[config.mk]
export PLATFORM = sky130hd
export DESIGN_NAME = eth_reset_sequencer
export DESIGN_NICKNAME = d
export VERILOG_FILES = /design/src/rtl/eth_reset_sequencer.sv
export SDC_FILE = /design/constraint.sdc
export NUM_CORES = 1
export LEC_CHECK = 0
export BUFFER_PORTS_ARGS = -buffer_cell sky130_fd_sc_hd__buf_4
export CAP_MARGIN = 20
export CORE_MARGIN = 1
export CORE_UTILIZATION = 60
export DETAILED_ROUTE_END_ITERATION = 12
export PLACE_DENSITY = 0.79
export SLEW_MARGIN = 10
export SYNTH_ARGS = -nofsm -noshare
export SYNTH_HDL_FRONTEND = slang
export SYNTH_SLANG_ARGS = --single-unit
[constraint.sdc]
create_clock -name i_clk -period 1.8 [get_ports i_clk]
set_input_delay 0.36 -clock i_clk [delete_from_list [all_inputs] [get_ports i_clk]]
set_output_delay 0.36 -clock i_clk [all_outputs]
set_load 0.02 [all_outputs]
[src/rtl/eth_reset_sequencer.sv]
// eth_reset_sequencer: synchronizes board reset and PLL lock, then releases the
// PHY, MAC and UDP/IP stack resets in order with programmable hold/settle times.
// A software re-sequence request in RUN replays the release order and ends in a
// one-cycle acknowledge.
// Optional feature: define RST_LOCK_LOSS_EN to fall back to WAIT_LOCK when the
// PLL loses lock while in RUN (a pending software request is then dropped).
module eth_reset_sequencer #(
  parameter int PHY_RST_CYCLES   = 1000,
  parameter int PHY_WAIT_CYCLES  = 5000,
  parameter int STAGE_GAP_CYCLES = 16
) (
  input  logic i_clk,
  input  logic i_reset,
  input  logic i_pll_locked,
  input  logic i_sw_rst_req,
  output logic o_phy_rst_n,
  output logic o_mac_rst_n,
  output logic o_stack_rst_n,
  output logic o_rst_done,
  output logic o_sw_rst_ack
);

  localparam int MAX_AB     = (PHY_RST_CYCLES > PHY_WAIT_CYCLES) ? PHY_RST_CYCLES : PHY_WAIT_CYCLES;
  localparam int MAX_CYCLES = (MAX_AB > STAGE_GAP_CYCLES) ? MAX_AB : STAGE_GAP_CYCLES;
  localparam int CNT_W      = $clog2(MAX_CYCLES) + 1;

  // Counter load values: a stage lasting N cycles starts at N-1 and exits at 0.
  localparam logic [CNT_W-1:0] PHY_RST_LOAD  = CNT_W'(PHY_RST_CYCLES - 1);
  localparam logic [CNT_W-1:0] PHY_WAIT_LOAD = CNT_W'(PHY_WAIT_CYCLES - 1);
  localparam logic [CNT_W-1:0] GAP_LOAD      = CNT_W'(STAGE_GAP_CYCLES - 1);
  localparam logic [CNT_W-1:0] CNT_ONE       = CNT_W'(1);

  typedef enum logic [2:0] {
    WAIT_LOCK,
    PHY_RST,
    PHY_WAIT,
    MAC_REL,
    RUN
  } state_t;

  logic [1:0]       rst_pipe;
  logic             rst_n;
  logic [1:0]       lock_pipe;
  logic             lock_sync;
  logic             run_lock_lost;

  state_t           state;
  state_t           state_next;
  logic [CNT_W-1:0] count;
  logic [CNT_W-1:0] count_next;
  logic             pending;
  logic             pending_next;
  logic             phy_next;
  logic             mac_next;
  logic             stack_next;
  logic             done_next;
  logic             ack_next;

  // Reset synchronizer: asserts immediately with i_reset, releases after two clock edges.
  always_ff @(posedge i_clk or negedge i_reset) begin
    if (!i_reset) begin
      rst_pipe <= 2'b00;
    end else begin
      rst_pipe <= {rst_pipe[0], 1'b1};
    end
  end

  assign rst_n = rst_pipe[1];

  // PLL lock synchronizer, held clear while the internal reset is active.
  always_ff @(posedge i_clk or negedge rst_n) begin
    if (!rst_n) begin
      lock_pipe <= 2'b00;
    end else begin
      lock_pipe <= {lock_pipe[0], i_pll_locked};
    end
  end

  assign lock_sync = lock_pipe[1];

`ifdef RST_LOCK_LOSS_EN
  assign run_lock_lost = !lock_sync;
`else
  assign run_lock_lost = 1'b0;
`endif

  // Next-state, counter, pending flag and registered-output values.
  always_comb begin
    state_next   = state;
    count_next   = count;
    pending_next = pending;
    ack_next     = 1'b0;

    if (count != '0) begin
      count_next = count - CNT_ONE;
    end

    unique case (state)
      WAIT_LOCK: begin
        if (lock_sync) begin
          state_next = PHY_RST;
          count_next = PHY_RST_LOAD;
        end
      end
      PHY_RST: begin
        if (!lock_sync) begin
          state_next = WAIT_LOCK;
          count_next = '0;
        end else if (count == '0) begin
          state_next = PHY_WAIT;
          count_next = PHY_WAIT_LOAD;
        end
      end
      PHY_WAIT: begin
        if (!lock_sync) begin
          state_next = WAIT_LOCK;
          count_next = '0;
        end else if (count == '0) begin
          state_next = MAC_REL;
          count_next = GAP_LOAD;
        end
      end
      MAC_REL: begin
        if (!lock_sync) begin
          state_next = WAIT_LOCK;
          count_next = '0;
        end else if (count == '0) begin
          state_next   = RUN;
          count_next   = '0;
          ack_next     = pending;
          pending_next = 1'b0;
        end
      end
      RUN: begin
        if (run_lock_lost) begin
          state_next   = WAIT_LOCK;
          count_next   = '0;
          pending_next = 1'b0;
        end else if (i_sw_rst_req) begin
          state_next   = PHY_RST;
          count_next   = PHY_RST_LOAD;
          pending_next = 1'b1;
        end
      end
      default: begin
        state_next = WAIT_LOCK;
        count_next = '0;
      end
    endcase

    phy_next   = (state_next == PHY_WAIT) || (state_next == MAC_REL) || (state_next == RUN);
    mac_next   = (state_next == MAC_REL) || (state_next == RUN);
    stack_next = (state_next == RUN);
    done_next  = (state_next == RUN);
  end

  // State, counter, pending flag and output registers.
  always_ff @(posedge i_clk or negedge rst_n) begin
    if (!rst_n) begin
      state         <= WAIT_LOCK;
      count         <= '0;
      pending       <= 1'b0;
      o_phy_rst_n   <= 1'b0;
      o_mac_rst_n   <= 1'b0;
      o_stack_rst_n <= 1'b0;
      o_rst_done    <= 1'b0;
      o_sw_rst_ack  <= 1'b0;
    end else begin
      state         <= state_next;
      count         <= count_next;
      pending       <= pending_next;
      o_phy_rst_n   <= phy_next;
      o_mac_rst_n   <= mac_next;
      o_stack_rst_n <= stack_next;
      o_rst_done    <= done_next;
      o_sw_rst_ack  <= ack_next;
    end
  end

endmodule

## Yosys cells after proc, flatten, opt, wreduce, memory -nomap -nowiden

Index checks and enable logic that the tools add are counted.

- Output and inout port bits: 5
- Register bits: 26
- Bits of input ports: 4

- Eq/ne operators: 10
- Add/sub/neg operators: 1
- Mux-type cells: 26
- Reduce and logical (&&, ||, !) cells: 8

Operators by type and width:

| kind | count |
|---|---|
| $mux W14 | 9 |
| $pmux W14 S5 | 1 |
| $mux W3 | 8 |
| $pmux W3 S5 | 1 |
| $logic_not A14 Y1 | 1 |
| $reduce_bool A14 Y1 | 1 |
| $sub A14 B1 Y14 const B | 1 |
| $eq A3 B2 Y1 const B | 4 |
| $eq A3 B3 Y1 const B | 2 |
| $mux W1 | 6 |
| $ne A2 B2 Y1 const B | 3 |
| $reduce_and A4 Y1 | 1 |
| $eq A3 B1 Y1 const B | 1 |
| $logic_not A3 Y1 | 1 |
| $logic_or A1 B1 Y1 | 3 |
| $pmux W1 S2 | 1 |
| $reduce_bool A2 Y1 | 1 |

## Logic depth before layout (Yosys ltp)

Gate-level depths: netlist (run 1).

- Depth after elaboration: 7
- Depth in mapped cells: 10
- Gate-level depth less buffers: 10

## Worst setup path after synthesis (run 1)

No wires, ideal clock.

- Path type: register to register
- Start point: reg count[0]
- End point: reg count[0]
- Arrival: 2.032 ns
- Path buffers: 0
- Stages on the path, launching flop included: 10
- Required time: 1.717 ns
- Setup slack: -0.314 ns
- Setup time: 0.083 ns
- Cell sequence: dfrtp_1 > inv_1 > ha_1 > or4b_4 > nor4_4 > inv_1 > ha_1 > nor3b_1 > a21oi_1 > o21ai_0

- Longest elaborated chain between the ends: 5
- Elaborated cells between the ends (all ways): 13
- Classes of those cells: add/sub (1); mux (10); reduce/logical (2)

RTL lines:

| what | line | source |
|---|---|---|
| start, declared | 49 | `logic [CNT_W-1:0] count;` |
| start signal, assigned | 170 | `count <= count_next;` |
| $sub A14 B1 Y14 / $reduce_bool A14 Y1 (equally long branches) | 95, 94 |  |
| $mux W14 | 94 | `if (count != '0) begin` |
| $mux W14 (on tied branches) | 127, 109, 118 |  |
| $mux W14 (on tied branches) | 124, 106, 115 |  |
| $pmux W14 S5 * | 98 | `unique case (state)` |
| via count_next[0] | 50 | `logic [CNT_W-1:0] count_next;` |

Mark *: on every way through the listed nets, which the timed path passes. The rest lies on a longest branch.
A chain may end at the register's enable or synchronous reset.

## Worst setup path after layout (run 1)

- Start point: reg count[1]
- End point: reg count[3]

The elaborated chain is that of the path after synthesis.

==> flow_metrics.env, run 1 <==
export IMPL_overflow=0
export IMPL_clk_latency_ps=330
export IMPL_syn_area_per_cell_sq_um=10.09
export IMPL_worstPathCellList="inv_2, ha_1, or4b_4, nor4_4, buf_6, buf_8, buf_4, o21ai_1, o21ai_1"
export IMPL_routed_wl_microns=4137
export IMPL_regArea_sq_um=650.6
export IMPL_cts_max_level=1
export IMPL_outcome="complete, but fails checks"
export IMPL_dpl_cell_area_sq_mm=0.001663
export IMPL_layout_drive_gt1_share_pct=40.54
export IMPL_finalSetupTns_ps=-8764
export IMPL_slew_headroom_pct=64.32
export IMPL_cts_tree="yes"
export IMPL_netlist_area_sq_mm=0.001413
export IMPL_drt_pass1_iter_count=5
export IMPL_multiInputGateArea_sq_um=759.5
export IMPL_drcViolationCount=0
export IMPL_cp_arrival_ps=2530
export IMPL_final_cell_mix="buf_4, dfrtp_1, nor2_1, nand2_1, xnor2_1"
export IMPL_tightest_slew_ps=529.6
export IMPL_drv_slew=0
export IMPL_grt_use_met1_pct=40.72
export IMPL_cts_sinks=26
export IMPL_fin_crit_sh_pct=127.5
export IMPL_cp_slowest_stage_delay_ps=490
export IMPL_ioPinCount=9
export IMPL_cpMostUsedCell="o21ai_1"
export IMPL_nets=195
export IMPL_max_freq_ghz=0.4358
export IMPL_skew_ps=17.96
export IMPL_grt_pass1_wl_microns=5878
export IMPL_leakage_nw=0.8351
export IMPL_core_area_sq_mm=0.002212
export IMPL_criticalPathCategory="reg -> reg"
export IMPL_path_clk_slew_ps=140
export IMPL_synth_seq_cells=26
export IMPL_die_w_microns=50.52
export IMPL_die_h_microns=50.52
export IMPL_antenna_found_initial=0
export IMPL_p_per_area_mw_per_mm2=864.0
export IMPL_via_per_inst=6.362
export IMPL_final_hold_violation_count=0
export IMPL_yosysWarningCount=0
export IMPL_via_count=1355
export IMPL_synth_cells=140
export IMPL_rsz0062_at_grt="yes"
export IMPL_cp_required_ps=2030
export IMPL_fp_row_count=17
export IMPL_wl_per_cell_microns=19.42
export IMPL_synth_edff_count=0
export IMPL_grt_use_met3_pct=4.848
export IMPL_drtIter0Drc=85
export IMPL_place_gp_congestion=0.9441
export IMPL_finalSetupViolCount=22
export IMPL_violations="negative setup slack"
export IMPL_pre_cts_slack_ps=-288.9
export IMPL_busiest_layer="met2"
export IMPL_layout_setup_ws_ps=-494.5
export IMPL_layout_commonest_cell="buf_4"
export IMPL_dieArea_sq_mm=0.002552
export IMPL_synth_seq_area_share_pct=46.06
export IMPL_use_met2_pct=52.67
export IMPL_place_hpwl_microns=2459
export IMPL_clock_path_buffers=2
export IMPL_grt_max_degree=25
export IMPL_clk_root_buffer_cell="clkbuf_4"
export IMPL_fillers=97
export IMPL_cp_slowest_cell="or4b_4"
export IMPL_drv_cap=0
export IMPL_grt_usage_pct=31.64
export IMPL_crit_fanout=5
export IMPL_worstSetupStartpointType="flip-flop"
export IMPL_ys_types=44
export IMPL_antenna_left=0
export IMPL_post_route_min_period_ps=2295
export IMPL_diodes=0
export IMPL_grt_pass1_vias=1304
export IMPL_async_reset_ff_share_pct=100.0
export IMPL_syn_num_nets=148
export IMPL_io_buffers=8
export IMPL_syn2layout_area_growth_pct=34.37
export IMPL_max_vdd_ir_drop_uv=826.1
export IMPL_finalInstanceArea_sq_mm=0.001898
export IMPL_hold_class="in -> reg"
export IMPL_ys_flop_type="dfrtp_1"
export IMPL_start_util_pct=63.86
export IMPL_cp_end_kind="flip-flop"
export IMPL_numCtsBuffers=3
## report_power, final
group | switching, mW | total [mW] | internal, mW
sequential | 0.0497 | 0.704 | 0.654
clock | 0.166 | 0.244 | 0.0785
combinational | 0.349 | 0.692 | 0.342
## cell usage after synthesis (2+ instances only)
library cell	n	area, sq um
nand2_1	12	45.04
xnor2_1	10	87.58
o31ai_1	2	15.01
or3_1	4	25.02
nand3_1	2	10.01
nand2b_1	3	18.77
o21ai_0	7	35.03
ha_1	4	50.05
or4_1	3	22.52
nor4_4	2	42.54
nor2_1	14	52.55
o21ai_1	2	10.01
inv_1	5	18.77
or2_2	2	12.51
a21oi_1	8	40.04
dfrtp_1	26	650.6
nor3_1	7	35.03
## repair_timing
| action | CTS | global route |
|---|---|---|
| endpoints found under the setup margin | 22 | 22 |
| setup buffers | 5 | 3 |
| hold buffers | 1 | 0 |
| gates resized for setup | 9 | 19 |
| gates cloned | 2 | 1 |
| pin swaps | 7 | 5 |
| endpoints found under the hold margin | 2 | 0 |
## flip-flops by register name, indices dropped and copies added, names as in the netlist, 2 cells and up
name and count:
count 14, lock_pipe 2, state 3, rst_pipe 2
## final timing paths
path | start | to | slack, ps | cells after the start
worst max register to register | count[1]$_DFF_PN0_ | count[3]$_DFF_PN0_ | -490 | 9
min in group asynchronous | rst_pipe[1]$_DFF_PN0_ | count[11]$_DFF_PN0_ | 230 | 1
worst max-delay path | count[1]$_DFF_PN0_ | count[3]$_DFF_PN0_ | -490 | 9
worst min register to register | rst_pipe[1]$_DFF_PN0_ | count[11]$_DFF_PN0_ | 230 | 1
worst min-delay path | i_pll_locked | lock_pipe[0]$_DFF_PN0_ | 140 | 1
max in group asynchronous | rst_pipe[1]$_DFF_PN0_ | pending$_DFFE_PN0P_ | 1310 | 1
## final cells by class
type	count	share of cell area [%]
tap	28	1.846
inverter	5	0.9888
clock buffer	3	1.187
sequential	26	34.28
multi-input combinational	104	40.01
timing repair buffer	47	21.69
## logic make-up (layout without fill, tap and decap cells)
kind of cell             after synthesis  count (layout)  synth area share, %
flip-flops                            26              26                46.06
other                                  1               1               0.2655
AND/OR/NAND/NOR                       58              58                24.98
multiplexers                           1               1               0.7086
adder cells (fa/ha/maj)                4               4                3.543
buffers and inverters                 10              55                4.694
AO/OA/AOI/OAI                         29              29                12.93
XOR/XNOR                              11              11                6.820
## critical path: cells and delay by family, from the launching register on
family	cells	cell delay [ps]
adder cells (fa/ha/maj)	1	140
buffers and inverters	4	530
flip-flops	1	420
AND/OR/NAND/NOR	2	870
AO/OA/AOI/OAI	2	230
## metal layers
| layer | up-vias | wire length [microns] |
|---|---|---|
| li1 | 588 | - |
| met1 | 655 | 1610 |
| met2 | 92 | 2061 |
| met3 | 20 | 353 |
| met4 | 0 | 111 |
| met5 | - | 0 |
## stage by stage
step           power, mW  util, %  cells  hold slack, ps
2_1_floorplan      1.025        -    140           64.41
3_3_place_gp       1.252    75.17    198           142.4
3_5_place_dp       1.282    75.17    198           143.8
4_1_cts            1.553    80.71    209           134.2
5_1_grt            1.710    85.80    213           113.7
6_report           1.640    85.80    213           144.8
(Power assumes the default switching activity.)
==> run 2: changes to the inputs <==
Settings changed: ABC_AREA from default to 1.
==> run 2 against run 1 <==
The run now ends clean. Critical path depth is the same. Sequential cell count is the same. Total power shrank 1.6%. Setup slack gained 590 ps. Cell count grew 13%. Maximum frequency grew 34%. Clock skew shrank 16 ps. Register-to-register slack gained 590 ps. Non-clock buffer count shrank 35. Worst hold slack lost 15 ps. Synthesized cell count grew 42%. Critical endpoint is now count[0]$_DFF_PN0_.
==> flow_metrics.env, run 2 <==
export IMPL_ioPinCount=9
export IMPL_place_gp_congestion=0.8681
export IMPL_pwr_share_clk_pct=25.1
export IMPL_die_w_microns=52.48
export IMPL_max_vdd_ir_drop_uv=797.1
export IMPL_drv_slew=0
export IMPL_via_count=1293
export IMPL_synth_edff_count=0
export IMPL_syn_num_nets=207
export IMPL_worstSetupStartpointType="flip-flop"
export IMPL_skew_ps=1.485
export IMPL_finalInstanceArea_sq_mm=0.001708
export IMPL_finalSetupTns_ps=0
export IMPL_overflow=0
export IMPL_final_util_pct=74.35
export IMPL_synth_seq_area_share_pct=42.55
export IMPL_drcViolationCount=0
export IMPL_largest_register_ffs=14
export IMPL_max_freq_ghz=0.5861
export IMPL_routed_wl_microns=3140
export IMPL_fp_row_count=17
export IMPL_grt_use_met3_pct=4.928
export IMPL_cp_num_buf_inv=1
export IMPL_cp_end_kind="flip-flop"
export IMPL_grt_pass1_vias=1302
export IMPL_grt_pass1_wl_microns=5333
export IMPL_use_met2_pct=49.58
export IMPL_cts_max_level=1
export IMPL_clk_latency_ps=330
export IMPL_final_hold_violation_count=0
export IMPL_async_reset_ff_share_pct=100.0
export IMPL_crit_fanout=7
export IMPL_yosys_area_top_type="dfrtp_1"
export IMPL_synth_cells=199
export IMPL_cts_tree="yes"
export IMPL_cts_sinks=26
export IMPL_seqPwrFrac_pct=44.9
export IMPL_final_cell_mix="nand2_1, dfrtp_1, nor2_1, inv_1, nand3_1"
export IMPL_start_util_pct=66.56
export IMPL_layout_commonest_cell="nand2_1"
export IMPL_grt_max_degree=25
export IMPL_regMostFlops="count"
export IMPL_drv_cap=0
export IMPL_crit_family="adder cells"
export IMPL_synth_seq_cells=26
export IMPL_layout_drive_gt1_share_pct=17.37
export IMPL_antenna_found_initial=0
export IMPL_p_sw_mw=0.5602
export IMPL_core_area_sq_mm=0.002297
export IMPL_p_per_area_mw_per_mm2=944.9
export IMPL_synthMostInstantiatedCell="nand2_1"
export IMPL_cp_arrival_ps=1930
export IMPL_drtIter0Drc=32
export IMPL_clock_path_buffers=2
export IMPL_yosysWarningCount=0
export IMPL_via_per_inst=5.365
export IMPL_antenna_left=0
export IMPL_netlist_area_sq_mm=0.001529
export IMPL_nets=222
export IMPL_hold_class="in -> reg"
export IMPL_reg_top3="count: 14 flops, state: 3 flops"
export IMPL_ys_types=27
export IMPL_cts_setup_buffers=0
export IMPL_fin_crit_sh_pct=94.80
export IMPL_grt_use_met1_pct=30.26
export IMPL_busiest_layer="met2"
export IMPL_wl_per_cell_microns=13.03
export IMPL_drt_pass1_iter_count=4
export IMPL_leakage_nw=0.9284
export IMPL_dpl_cell_area_sq_mm=0.001645
export IMPL_path_clk_slew_ps=140
export IMPL_p_sw_share_pct=34.71
export IMPL_combPwrFrac_pct=30.0
export IMPL_rsz0062_at_grt="no"
export IMPL_post_place_cells=236
export IMPL_cp_slowest_stage_delay_ps=420
export IMPL_numCtsBuffers=3
export IMPL_layoutNonFillerInstCount=241
export IMPL_die_h_microns=52.48
export IMPL_diodes=0
export IMPL_place_hpwl_microns=2464
export IMPL_finalSetupViolCount=0
export IMPL_io_buffers=8
export IMPL_post_route_min_period_ps=1706
export IMPL_cp_slowest_cell="dfrtp_1"
export IMPL_ys_flop_type="dfrtp_1"
export IMPL_outcome="finished clean"
export IMPL_cp_required_ps=2030
export IMPL_cell_internal_pwr_mw=1.054
export IMPL_synth_top_area_share_pct=42.55
export IMPL_worstPathCellList="inv_2, ha_4, nand3_2, nor2_4, nand2_4, ha_1, nor2_1, a211oi_1, o21ai_1"
export IMPL_synth_top_cells_by_count="nand2_1, dfrtp_1, inv_1"
export IMPL_grt_usage_pct=27.33
export IMPL_synth_area_leaders="dfrtp_1, nand2_1, nand3_1"
export IMPL_syn2layout_area_growth_pct=11.70
export IMPL_dieArea_sq_mm=0.002754
export IMPL_clk_root_buffer_cell="clkbuf_4"
export IMPL_criticalPathCategory="reg -> reg"
export IMPL_syn_area_per_cell_sq_um=7.683
export IMPL_total_power_mw=1.614
[run 2: final cells by class]
cell class | count | area, sq um
multi-input combinational | 143 | 772.0
sequential | 26 | 650.6
fill | 167 | 589.3
inverter | 28 | 105.1
timing repair buffer | 12 | 92.59
tap | 28 | 35.03
clock inverter | 1 | 30.03
clock buffer | 3 | 22.52
[run 2: cells by family after synthesis]
| group | after synthesis | share of synthesized area [%] |
|---|---|---|
| compound gates | 10 | 4.092 |
| other cells | 1 | 0.2453 |
| buf+inv | 30 | 8.102 |
| xor+xnor | 4 | 2.291 |
| simple gates | 124 | 39.44 |
| flops | 26 | 42.55 |
| fa+ha+maj | 4 | 3.273 |
[run 2: per-layer routing]
layer / wire, microns / vias up
li1: - / 653
met1: 1256 / 598
met2: 1660 / 36
met3: 172 / 6
met4: 51 / 0
met5: 0 / -
[run 2: per-stage QoR]
stage	hold slack [ps]	setup WS, ps
6_report	129.4	93.66
5_1_grt	106.6	11.04
4_1_cts	127.7	95.16
3_5_place_dp	142.4	121.7
3_3_place_gp	141.1	170.5
2_1_floorplan	64.41	7.891
[run 2: worst paths after layout]
kind                                        from                endpoint  slack, ps  cells past startpoint
max                           count[0]$_DFF_PN0_      count[0]$_DFF_PN0_         90                      9
min                                 i_pll_locked  lock_pipe[0]$_DFF_PN0_        130                      1
max reg2reg                   count[0]$_DFF_PN0_      count[0]$_DFF_PN0_         90                      9
min reg2reg                rst_pipe[1]$_DFF_PN0_      count[5]$_DFF_PN0_        220                      1
max in group asynchronous  rst_pipe[1]$_DFF_PN0_     count[12]$_DFF_PN0_       1350                      1
min in group asynchronous  rst_pipe[1]$_DFF_PN0_      count[5]$_DFF_PN0_        220                      1
[run 2: power groups by stage]
| stage | clock network (mW) | registers [mW] | logic, mW |
|---|---|---|---|
| 6_report | 0.405 | 0.725 | 0.484 |
| 5_1_grt | 0.433 | 0.736 | 0.550 |
| 4_1_cts | 0.409 | 0.723 | 0.483 |
| 3_5_place_dp | 0 | 0.735 | 0.477 |
| 3_3_place_gp | 0 | 0.732 | 0.466 |
| 2_1_floorplan | 0 | 0.729 | 0.380 |
[run 2: worst reg2reg max path: cells and delay by family (launching register included)]
kind                       cells  cell delay (ps)
buffers and inverters          1              140
DFF                            1              420
AOI/OAI and AO/OA              2              300
adders and majority gates      2              420
and+or+nand+nor                4              340
[run 2: repair_timing]
item                                   in CTS  in global routing
hold buffers                                1                  0
resized for setup                           0                  0
endpoints found under the hold margin       2                  0
setup endpoints to repair                   0                  0
==> run 3: changes to the inputs <==
Settings changed: ABC_CLOCK_PERIOD_IN_PS from default to 1800, CORE_UTILIZATION 60 to 50, PLACE_DENSITY 0.79 to 0.68.
==> run 3 against run 2 <==
Sequential power rose by 0.8%. Via count fell by 1.4%. Critical endpoint unchanged. Largest power group unchanged. Sequential cell count did not move. Core utilization fell by 14 points. Critical path depth fell by 1.
==> flow_metrics.env, run 3 (same netlist as run 2, synthesis figures left out) <==
export IMPL_final_util_pct=60.64
export IMPL_fp_row_count=19
export IMPL_cts_sinks=26
export IMPL_worstPathCellList="nor2_2, nand2_2, nor2_8, nand2_4, ha_1, nor2_1, a211oi_1, o21ai_1"
export IMPL_via_count=1275
export IMPL_diodes=0
export IMPL_drv_slew=0
export IMPL_dieArea_sq_mm=0.003283
export IMPL_place_gp_congestion=0.9074
export IMPL_worstSetupStartpointType="flip-flop"
export IMPL_skew_ps=2.202
export IMPL_die_h_microns=57.30
export IMPL_regMostFlops="count"
export IMPL_wl_per_cell_microns=12.52
export IMPL_clk_root_buffer_cell="clkbuf_4"
export IMPL_final_cell_mix="nand2_1, dfrtp_1, nor2_1, inv_1, nand3_1"
export IMPL_grt_use_met1_pct=27.21
export IMPL_grt_usage_pct=22.07
export IMPL_reg_top3="count: 14 flops, state: 3 flops"
export IMPL_drv_cap=0
export IMPL_antenna_left=0
export IMPL_use_met2_pct=38.99
export IMPL_finalSetupTns_ps=0
export IMPL_place_hpwl_microns=2412
export IMPL_drtIter0Drc=46
export IMPL_grt_use_met3_pct=2.721
export IMPL_path_clk_slew_ps=140
export IMPL_busiest_layer="met2"
export IMPL_nets=224
export IMPL_clock_path_buffers=2
export IMPL_via_per_inst=5.183
export IMPL_hold_class="in -> reg"
export IMPL_reg2reg_slack_ps=130
export IMPL_cp_end_kind="flip-flop"
export IMPL_p_per_area_mw_per_mm2=884.3
export IMPL_criticalPathCategory="reg -> reg"
export IMPL_cp_arrival_ps=1880
export IMPL_cp_slowest_cell="dfrtp_1"
export IMPL_finalSetupViolCount=0
export IMPL_grt_pass1_wl_microns=5533
export IMPL_cp_slowest_stage_delay_ps=430
export IMPL_cts_tree="yes"
export IMPL_numCtsBuffers=3
export IMPL_whs_ps=137.7
export IMPL_outcome="finished clean"
export IMPL_clk_latency_ps=320
export IMPL_cp_required_ps=2010
export IMPL_core_area_sq_mm=0.002829
export IMPL_final_hold_violation_count=0
export IMPL_leakage_nw=0.9308
export IMPL_antenna_found_initial=0
export IMPL_start_util_pct=54.05
export IMPL_cts_max_level=1
export IMPL_cp_num_buf_inv=0
export IMPL_max_freq_ghz=0.5991
export IMPL_die_w_microns=57.30
export IMPL_ioPinCount=9
export IMPL_routed_wl_microns=3081
export IMPL_max_vdd_ir_drop_uv=437.3
export IMPL_overflow=0
export IMPL_post_route_min_period_ps=1669
export IMPL_layout_commonest_cell="nand2_1"
export IMPL_fin_crit_sh_pct=92.73
export IMPL_syn2layout_area_growth_pct=12.19
export IMPL_total_power_mw=1.517
export IMPL_layout_drive_gt1_share_pct=19.07
export IMPL_crit_family="simple AND/OR/NAND/NOR gates"
export IMPL_io_buffers=8
export IMPL_crit_fanout=8
export IMPL_drcViolationCount=0
export IMPL_fillers=270
export IMPL_drt_pass1_iter_count=4
export IMPL_grt_pass1_vias=1285
export IMPL_largest_register_ffs=14
export IMPL_grt_max_degree=25
## run 3: through the flow
stage               worst slack [ps]  std cells  area (sq um)
floorplan                      7.891        199          1546
global placement               168.8        239          1649
detailed placement             100.8        239          1649
CTS                            83.98        244          1695
global route                  -2.535        246          1715
finish                         130.8        246          1715
## run 3: power by group
group          internal (mW)  switching [mW]  total, mW
Combinational          0.183           0.311      0.494
Sequential             0.653          0.0778      0.731
Clock                  0.124           0.169      0.292
## run 3: cell type report
| type | count | area [sq um] | area share, % |
|---|---|---|---|
| multi-input combinational | 143 | 774.5 | 45.15 |
| sequential | 26 | 650.6 | 37.93 |
| timing repair buffer | 14 | 107.6 | 6.273 |
| inverter | 28 | 107.6 | 6.273 |
| tap | 31 | 38.79 | 2.261 |
| clock buffer | 4 | 36.28 | 2.115 |
## run 3: what timing repair did
| action | 4_1_cts | 5_1_grt |
|---|---|---|
| resized for setup | 0 | 3 |
| endpoints found under the setup margin | 0 | 1 |
| endpoints found under the hold margin | 2 | 0 |
| setup buffers | 0 | 2 |
| hold buffers | 1 | 0 |
## run 3: path summary, 6_finish.rpt
path	start	end	cells past startpoint
min in group asynchronous	rst_pipe[1]$_DFF_PN0_	lock_pipe[0]$_DFF_PN0_	1
min	i_pll_locked	lock_pipe[0]$_DFF_PN0_	1
max	count[8]$_DFF_PN0_	count[0]$_DFF_PN0_	8
max in group asynchronous	rst_pipe[1]$_DFF_PN0_	count[9]$_DFF_PN0_	1
min reg2reg	rst_pipe[1]$_DFF_PN0_	lock_pipe[0]$_DFF_PN0_	1
max reg2reg	count[8]$_DFF_PN0_	count[0]$_DFF_PN0_	8
## run 3: worst reg2reg max path, cell delays in order (launching register included)
cell and delay, ps:
dfrtp_1 430, nor2_2 160, nand2_2 120, nor2_8 190
nand2_4 70, ha_1 270, nor2_1 40, a211oi_1 200
o21ai_1 100
## run 3: layer usage
| layer | wire length, microns | vias up |
|---|---|---|
| li1 | - | 656 |
| met1 | 1378 | 595 |
| met2 | 1582 | 20 |
| met3 | 85 | 4 |
| met4 | 34 | 0 |
| met5 | 0 | - |
